## config.mk

```make
export PLATFORM = sky130hd
export DESIGN_NAME = fetch_sequencer
export DESIGN_NICKNAME = d
export VERILOG_FILES = /design/src/rtl/fetch_sequencer_pkg.sv /design/src/rtl/fetch_sequencer_pc_next_calc.sv /design/src/rtl/fetch_sequencer.sv
export SDC_FILE = /design/constraint.sdc
export NUM_CORES = 1
export LEC_CHECK = 0
export ABC_CLOCK_PERIOD_IN_PS = 4100
export CAP_MARGIN = 5
export CORE_MARGIN = 2
export CORE_UTILIZATION = 47
export CTS_CLUSTER_DIAMETER = 120
export DETAILED_ROUTE_END_ITERATION = 7
export PLACE_DENSITY = 0.81
export SLEW_MARGIN = 30
export SYNTH_ARGS = -nofsm -noshare
export SYNTH_HDL_FRONTEND = slang
export SYNTH_SLANG_ARGS = --single-unit
```

## constraint.sdc

```tcl
create_clock -name clk -period 4.1 [get_ports clk]
set_input_delay 0.615 -clock clk [delete_from_list [all_inputs] [get_ports clk]]
set_output_delay 0.615 -clock clk [all_outputs]
set_load 0.005 [all_outputs]
```

## src/rtl/fetch_sequencer_pkg.sv

```systemverilog
// Shared CPU definitions for the instruction fetch sequencer:
// data/address width, flag bit positions and FSM state encodings.
package fetch_sequencer_pkg;

  localparam int DATA_W   = 8;
  localparam int FLAG_W   = 2;
  localparam int FLAG_BWD = 0;
  localparam int FLAG_OVF = 1;

  typedef enum logic [1:0] {
    S_IDLE  = 2'd0,
    S_FETCH = 2'd1,
    S_HOLD  = 2'd2,
    S_FAULT = 2'd3
  } state_t;

endpackage

```

## src/rtl/fetch_sequencer_pc_next_calc.sv

```systemverilog
// Next-PC calculation: 9-bit increment, then an optional 9-bit unsigned branch add.
// Both carries are exposed so the sequencer can detect address-space overflow.
module pc_next_calc
  import fetch_sequencer_pkg::*;
(
  input  logic [DATA_W-1:0] pc,
  input  logic              branch,
  input  logic [DATA_W-1:0] offset,
  output logic [DATA_W-1:0] next,
  output logic              c1,
  output logic              c2
);

  logic [DATA_W:0] inc;
  logic [DATA_W:0] tgt;

  assign inc  = {1'b0, pc} + (DATA_W+1)'(1);
  // The branch target is built from the truncated increment, so c2 is independent of c1.
  assign tgt  = {1'b0, inc[DATA_W-1:0]} + {1'b0, offset};
  assign c1   = inc[DATA_W];
  assign c2   = tgt[DATA_W];
  assign next = branch ? tgt[DATA_W-1:0] : inc[DATA_W-1:0];

endmodule

```

## src/rtl/fetch_sequencer.sv

```systemverilog
// Instruction fetch sequencer: requests one byte at pc, holds it for the decoder,
// then advances pc sequentially or by branch, faulting permanently on pc overflow.
module fetch_sequencer
  import fetch_sequencer_pkg::*;
(
  input  logic              clk,
  input  logic              reset,
  input  logic              start,
  input  logic              halt,
  output logic              memReq,
  output logic [DATA_W-1:0] memAddr,
  input  logic              memAck,
  input  logic [DATA_W-1:0] memData,
  output logic              instrValid,
  output logic [DATA_W-1:0] instr,
  input  logic              instrAccept,
  input  logic              branchReq,
  input  logic [DATA_W-1:0] branchOffset,
  output logic [DATA_W-1:0] pcAddress,
  output logic [FLAG_W-1:0] flags,
  output logic              busy
);

  state_t              state_q;
  logic [DATA_W-1:0]   pc_q;
  logic [DATA_W-1:0]   instr_q;
  logic [FLAG_W-1:0]   flags_q;

  logic [DATA_W-1:0]   pc_d;
  logic                c1;
  logic                c2;
  logic                fault;
  logic                backward;

  pc_next_calc u_pc_next_calc (
    .pc     (pc_q),
    .branch (branchReq),
    .offset (branchOffset),
    .next   (pc_d),
    .c1     (c1),
    .c2     (c2)
  );

  assign fault    = c1 | (branchReq & c2);
  assign backward = branchReq & (pc_d <= pc_q);

  always_ff @(posedge clk or negedge reset) begin
    if (!reset) begin
      state_q <= S_IDLE;
      pc_q    <= '0;
      instr_q <= '0;
      flags_q <= '0;
    end else begin
      flags_q[FLAG_BWD] <= 1'b0;
      case (state_q)
        S_IDLE: begin
          if (start) begin
            state_q <= S_FETCH;
          end
        end
        S_FETCH: begin
          if (memAck) begin
            instr_q <= memData;
            state_q <= S_HOLD;
          end
        end
        S_HOLD: begin
          if (instrAccept) begin
            if (fault) begin
              flags_q[FLAG_OVF] <= 1'b1;
              state_q           <= S_FAULT;
            end else begin
              pc_q              <= pc_d;
              flags_q[FLAG_BWD] <= backward;
              state_q           <= halt ? S_IDLE : S_FETCH;
            end
          end
        end
        S_FAULT: begin
          state_q <= S_FAULT;
        end
        default: begin
          state_q <= S_IDLE;
        end
      endcase
    end
  end

  // Outputs come only from registers, so reset drops them without waiting for a clock.
  assign memReq     = (state_q == S_FETCH);
  assign memAddr    = pc_q;
  assign instrValid = (state_q == S_HOLD);
  assign instr      = instr_q;
  assign pcAddress  = pc_q;
  assign flags      = flags_q;
  assign busy       = (state_q == S_FETCH) || (state_q == S_HOLD);

endmodule

```

==> results of run 1 <==
## how the worst min path moves through the flow
stage / startpoint / to / slack, ns / cells past startpoint
floorplan: reset / flags[0]$_DFF_PN0_ / 0.32 / 0
detailed placement: flags[1]$_DFFE_PN0P_ / flags[1]$_DFFE_PN0P_ / 0.47 / 1
global route: reset / instr[0]$_DFFE_PN0P_ / 0.23 / 1
global placement: flags[1]$_DFFE_PN0P_ / flags[1]$_DFFE_PN0P_ / 0.47 / 1
CTS: flags[1]$_DFFE_PN0P_ / flags[1]$_DFFE_PN0P_ / 0.51 / 1
finish: reset / instr[0]$_DFFE_PN0P_ / 0.22 / 1
## cell type report
class                   instances  area, um2
clock buffers                   3       22.5
clock inverters                 1       30.0
fillers                       302       1160
inverters                      18       67.6
multi-input cells             121       1020
flip-flops and latches         20        500
well taps                      46       57.6
repair buffers                 51        505
## worst register-to-register path, stage by stage (launching register included)
cell and delay, ns:
dfrtp_1 0.49, ha_1 0.30, xor2_1 0.18, ha_1 0.25, a211oi_1 0.28, o21bai_1 0.15, a21oi_1 0.20, xnor2_1 0.08
mux2_2 0.29, ha_1 0.30, a21oi_1 0.15, nor2b_1 0.05, o21ai_0 0.16, nand2b_1 0.11, o22ai_1 0.17, and3_1 0.17
## flip-flops by register name (all words and copies together) (netlist names)
name	flops
memAddr	8
state_q	2
flags	2
instr	8
## cell usage in the layout, fill, tap and decap left out, types with 3 or more instances in the layout
master and n:
clkdlybuf4s50_1 50, mux2_4 7, nand2b_1 5, dfrtp_1 20
nand2_1 5, mux2i_1 3, nand3_1 3, clkbuf_4 3
xnor2_1 6, inv_1 18, a21oi_1 15, nor2b_1 3
nor2_1 9, xor2_1 5, nand4_1 3, mux2_2 9
o21ai_0 5, ha_1 22
## per-stage QoR
stage | cells | setup slack (ns)
2_1_floorplan | 170 | 1.20
3_3_place_gp | 256 | 0.618
3_5_place_dp | 256 | 0.495
4_1_cts | 260 | 0.575
5_1_grt | 260 | 0.486
6_report | 260 | 0.733
## report_power, final
part,switching (mW),internal [mW],total [mW]
Sequential,0.118,0.296,0.414
Combinational,0.584,0.752,1.34
Clock,0.0615,0.0990,0.160
## cells by family (layout without fill, tap and decap cells)
logic type / Yosys count / count (layout) / share of synthesized area, %
AOI/OAI and AO/OA: 34 / 34 / 12.8
and+or+nand+nor: 34 / 34 / 10.6
buffers and inverters: 29 / 73 / 8.80
adders and majority gates: 23 / 23 / 17.7
DFF: 20 / 20 / 30.1
muxes: 19 / 19 / 14.2
xor gates and xnor gates: 11 / 11 / 5.79
## per-layer routing
metal	vias to the layer above	global-route usage, %	part of all wire [%]
li1	676	-	-
met1	625	21.1	45
met2	39	32.9	50
met5	-	0	0
met3	2	4.11	5.2
met4	0	3.26	0.45
==> impl_metrics.py, run 1 <==
metrics = {
    "drt": {
        "drc_errors": 0,
        "first_pass_iters": 4,
        "drtAntennaViolNets": 0,
        "wirelength_um": 3530,
        "drt_iter0_markers": 27,
        "wl_per_cell_um": 13.6,
        "vias_per_cell": 5.16,
        "num_vias": 1342,
    },
    "critical_path": {
        "cp_max_fo": 8,
        "cp.arrival_ns": 3.62,
        "ff2ff_setup_slack_ns": 0.73,
        "cp_common_cell": "ha_1",
        "r2r-end": "flags[0]$_DFF_PN0_",
        "path_class": "flip-flop to flip-flop",
        "slowest_stage": "dfrtp_1",
        "cp.depth": 15,
        "cp_top_family": "compound AO/OA/AOI/OAI gates",
        "worstPathRequired_ns": 4.35,
        "crit_buf_inv": 0,
        "path_cells": "ha_1 > xor2_1 > ha_1 > a211oi_1 > o21bai_1 > a21oi_1 > xnor2_1 > mux2_2 > ha_1 > a21oi_1 > nor2b_1 > o21ai_0 > nand2b_1 > o22ai_1 > and3_1",
        "end_kind": "flip-flop",
        "r2r_start": "memAddr[0]$_DFFE_PN0P_",
        "cpPeakStageDelay_ns": 0.49,
        "cp-endpoint": "flags[0]$_DFF_PN0_",
        "rr_worst_depth": 15,
        "startpoint": "memAddr[0]$_DFFE_PN0P_",
        "start_kind": "flip-flop",
    },
    "global_route": {
        "grt_pass1_wl_um": 5830,
        "gr-usage-all-layers_pct": 17.8,
        "grt_max_degree": 21,
        "grt_overflow": 0,
        "grt_pass1_vias": 1328,
        "antenna_found_initial": 0,
    },
    "clocking": {
        "cts_setup_buffers": 0,
        "cts_tree": "done",
        "cts_root_buf": "clkbuf_4",
        "clock_latency_ns": 0.31,
        "h-tree-depth": 1,
        "cts.clk_slew.worst_paths_ns": 0.11,
        "cts_buffer_depth": 2,
        "numCtsBuffers": 3,
        "clock_sinks": 20,
        "cts_hold_buf": 0,
        "post_cts_resized": 0,
    },
    "yosys": {
        "ys.warnings.count": 0,
        "synth.distinct_cells": 35,
        "synth_top_cell_by_area": "dfrtp_1",
        "synth.most_common_cell": "ha_1",
        "ys_top_cells_by_area": "dfrtp_1 30%, ha_1 17%, mux2_4 6.3%",
        "ys_async_sr_fraction_pct": 100,
        "seq_area_frac_synth_pct": 30.1,
        "avgSynthCellArea_um2": 9.79,
        "synthesis.area_um2": 1660,
        "synth-edff-count": 0,
        "synth-seq-cells": 20,
        "synthTopCellsByCount": "22 x ha_1, 20 x dfrtp_1, 18 x inv_1",
        "synth_ff_type": "dfrtp_1",
        "synth_top_area_share_pct": 30.1,
        "netlist_instances": 170,
        "syn_nets": 216,
    },
    "placed_design": {
        "dp_hpwl_um": 2820,
        "port_buffers": 51,
        "gp_congestion": 0.852,
        "dpl_cell_area_um2": 2150,
    },
    "sta": {
        "drv_slew": 0,
        "slew_headroom_pct": 57.8,
        "period_share_pct": 82.1,
        "tightest_slew_ns": 0.630,
        "holdWs_ns": 0.224,
        "tns_ns": 0,
        "setup_viol": 0,
        "final_hold_viol_count": 0,
        "rsz0062_at_grt": "false",
        "period_needed_ns": 3.37,
        "max_freq_ghz": 0.297,
        "fin_skew_ns": 0.00821,
    },
    "layout": {
        "final_layout_size_suffix_gt1_share_pct": 10.3,
        "fin_area_um2": 2200,
        "fin_util_pct": 65.5,
        "diodes": 0,
        "finalNetCount": 261,
        "syn_to_final_growth_pct": 32.4,
    },
    "floorplan": {
        "die_area_um2": 4030,
        "die_h_um": 63.5,
        "rows": 21,
        "ioPinCount": 52,
        "start_util_pct": 49.5,
        "core_area_um2": 3360,
        "fp.dieW_um": 63.5,
    },
    "flow_run": {
        "maxCapViolations": 0,
    },
    "power_and_ir_drop": {
        "max-vdd-ir-drop_v": 0.000541,
        "p_per_area_nw_per_um2": 867,
        "p_leak_nw": 0.991,
        "p_total_mw": 1.91,
    },
    "worst_hold_path": {
        "hp-class": "input pin to asynchronous set/reset pin",
    },
    "outcome": {
        "outcome": "complete, no violations",
    },
}
Power figures use the tool's default switching activity.
==> inputs of run 2 (changes only) <==
--- a/config.mk
+++ b/config.mk
@@ -5,13 +5,13 @@
 export SDC_FILE = /design/constraint.sdc
 export NUM_CORES = 1
 export LEC_CHECK = 0
-export ABC_CLOCK_PERIOD_IN_PS = 4100
+export ABC_CLOCK_PERIOD_IN_PS = 2900
 export CAP_MARGIN = 5
 export CORE_MARGIN = 2
-export CORE_UTILIZATION = 47
+export CORE_UTILIZATION = 42
 export CTS_CLUSTER_DIAMETER = 120
 export DETAILED_ROUTE_END_ITERATION = 7
-export PLACE_DENSITY = 0.81
+export PLACE_DENSITY = 0.76
 export SLEW_MARGIN = 30
 export SYNTH_ARGS = -nofsm -noshare
 export SYNTH_HDL_FRONTEND = slang
==> constraint.sdc (replaced) <==
create_clock -name clk -period 2.9 [get_ports clk]
set_input_delay 0.435 -clock clk [delete_from_list [all_inputs] [get_ports clk]]
set_output_delay 0.435 -clock clk [all_outputs]
set_load 0.005 [all_outputs]
==> run 2 against run 1 <==
The run now ends with setup timing left. First-iteration DRC count up 130%. Register-to-register slack worse by 1.0 ns. Highest routed layer unchanged. Clock power up 77%. Die area up 11%. Global-route usage up 2.5 points. Largest cell class unchanged. Clock skew down 0.0062 ns.
==> impl_metrics.py, run 2 (synthesis results as in run 1) <==
metrics = {
    "outcome": {
        "outcome": "complete, but fails checks",
        "violations": "setup timing",
    },
    "power_and_ir_drop": {
        "p_total_mw": 3.98,
        "p_leak_nw": 1.30,
        "p_per_area_nw_per_um2": 1410,
        "max-vdd-ir-drop_v": 0.000904,
    },
    "clocking": {
        "numCtsBuffers": 3,
        "cts_tree": "done",
        "clock_latency_ns": 0.26,
        "cts_buffer_depth": 2,
        "cts_root_buf": "clkbuf_8",
        "h-tree-depth": 1,
        "cts.clk_slew.worst_paths_ns": 0.08,
        "clock_sinks": 20,
    },
    "global_route": {
        "grt_overflow": 0,
        "antenna_found_initial": 0,
        "gr-usage-all-layers_pct": 20.3,
        "grt_pass1_wl_um": 6980,
        "grt_pass1_vias": 1516,
        "grt_max_degree": 21,
    },
    "layout": {
        "final_common_cell": "clkdlybuf4s50_1",
        "diodes": 0,
        "fin_util_pct": 75.5,
        "fin_area_um2": 2830,
        "syn_to_final_growth_pct": 69.8,
        "final_layout_size_suffix_gt1_share_pct": 35.8,
        "final_cell_mix": "50 x clkdlybuf4s50_1, 38 x buf_4, 19 x dfrtp_1",
        "finalNetCount": 307,
    },
    "placed_design": {
        "place_ws_ns": -0.413,
        "dp_hpwl_um": 3140,
        "port_buffers": 51,
        "dpl_cell_area_um2": 2400,
        "gp_congestion": 0.780,
    },
    "drt": {
        "wl_per_cell_um": 16.3,
        "drtAntennaViolNets": 0,
        "drc_errors": 0,
        "num_vias": 1619,
        "first_pass_iters": 4,
        "drt_iter0_markers": 63,
        "wirelength_um": 5010,
        "vias_per_cell": 5.26,
    },
    "critical_path": {
        "path_class": "flip-flop to flip-flop",
        "cp.arrival_ns": 3.36,
        "worstPathRequired_ns": 3.10,
        "cp_max_fo": 3,
        "start_kind": "flip-flop",
        "end_kind": "flip-flop",
    },
    "sta": {
        "drv_slew": 0,
        "setup_slack_ns": -0.263,
        "period_needed_ns": 3.16,
        "final_hold_viol_count": 0,
        "period_share_pct": 109,
        "setup_viol": 1,
        "max_freq_ghz": 0.316,
        "rsz0062_at_grt": "true",
        "tightest_slew_ns": 0.554,
        "slew_headroom_pct": 63.0,
        "tns_ns": -0.263,
        "fin_skew_ns": 0.00199,
    },
    "floorplan": {
        "die_area_um2": 4480,
        "ioPinCount": 52,
        "fp.dieW_um": 66.9,
        "core_area_um2": 3740,
        "rows": 22,
        "start_util_pct": 44.5,
        "die_h_um": 66.9,
    },
    "worst_hold_path": {
        "hp-class": "input pin to asynchronous set/reset pin",
    },
    "flow_run": {
        "maxCapViolations": 0,
    },
}
run 2: changes by cell type in the layout (fill, tap and decap cells not counted), moves of 3 or more:
cell      delta
xnor2_2      +3
ha_4         +5
xnor2_1      -4
buf_6        +7
o21ai_0      -3
clkbuf_4     -3
ha_1         -5
buf_4       +38
clkbuf_8     +3
a21oi_1      -4
run 2: per-layer routing:
layer | share of wire, % | track usage, % | wire [um] | vias to the layer above
met3 | 5.3 | 3.55 | 267 | 6
li1 | - | - | - | 768
met2 | 53 | 35.9 | 2670 | 60
met4 | 1.3 | 4.34 | 65 | 0
met1 | 40 | 25.9 | 2000 | 785
met5 | 0 | 0 | 0 | -
run 2: layout make-up:
type	instances	area, um2
well taps	48	60.1
repair buffers	97	890
flip-flops and latches	20	502
clock inverters	1	30.0
clock buffers	3	41.3
multi-input cells	121	1230
inverters	18	67.6
fillers	265	918
run 2: final timing paths:
path | from | endpoint | slack [ns] | depth (start not counted)
setup / recovery | memAddr[0]$_DFFE_PN0P_ | flags[0]$_DFF_PN0_ | -0.26 | 17
hold / removal | reset | instr[1]$_DFFE_PN0P_ | 0.11 | 1
setup reg to reg | memAddr[0]$_DFFE_PN0P_ | flags[0]$_DFF_PN0_ | -0.26 | 17
hold reg to reg | flags[1]$_DFFE_PN0P_ | flags[1]$_DFFE_PN0P_ | 0.49 | 1
max in group asynchronous | reset | memAddr[0]$_DFFE_PN0P_ | 2.44 | 1
min in group clk | flags[1]$_DFFE_PN0P_ | flags[1]$_DFFE_PN0P_ | 0.49 | 1
run 2: power breakdown:
part           switching [mW]  internal, mW  total (mW)  leakage, nW
Sequential              0.128         0.421       0.549        0.237
Combinational            1.33          1.82        3.15         1.02
Clock                  0.0986         0.184       0.283       0.0357
run 2: critical path, cell delays in order, from the launching register on:
cell and delay, ns:
dfrtp_2 0.43, nand3_2 0.13, buf_6 0.15, xnor2_4 0.15, ha_4 0.28, buf_6 0.09
o21ai_2 0.04, o21bai_1 0.24, a21oi_1 0.13, xnor2_1 0.13, mux2_4 0.28, ha_4 0.23
a21oi_4 0.17, nor2b_4 0.05, o21ai_2 0.14, nand2b_1 0.08, o22ai_1 0.18, and3_1 0.19
run 2: what timing repair did:
action	in CTS	in global routing
hold buffers	0	0
pin swaps	13	25
gates resized for setup	24	22
setup buffers	5	9
endpoints found under the setup margin	9	9
run 2: through the flow:
step                      cells  hold slack (ns)
final                       308            0.114
after global routing        308            0.129
after CTS                   299            0.488
after detailed placement    290            0.468
after global placement      290            0.468
after floorplan             170            0.139
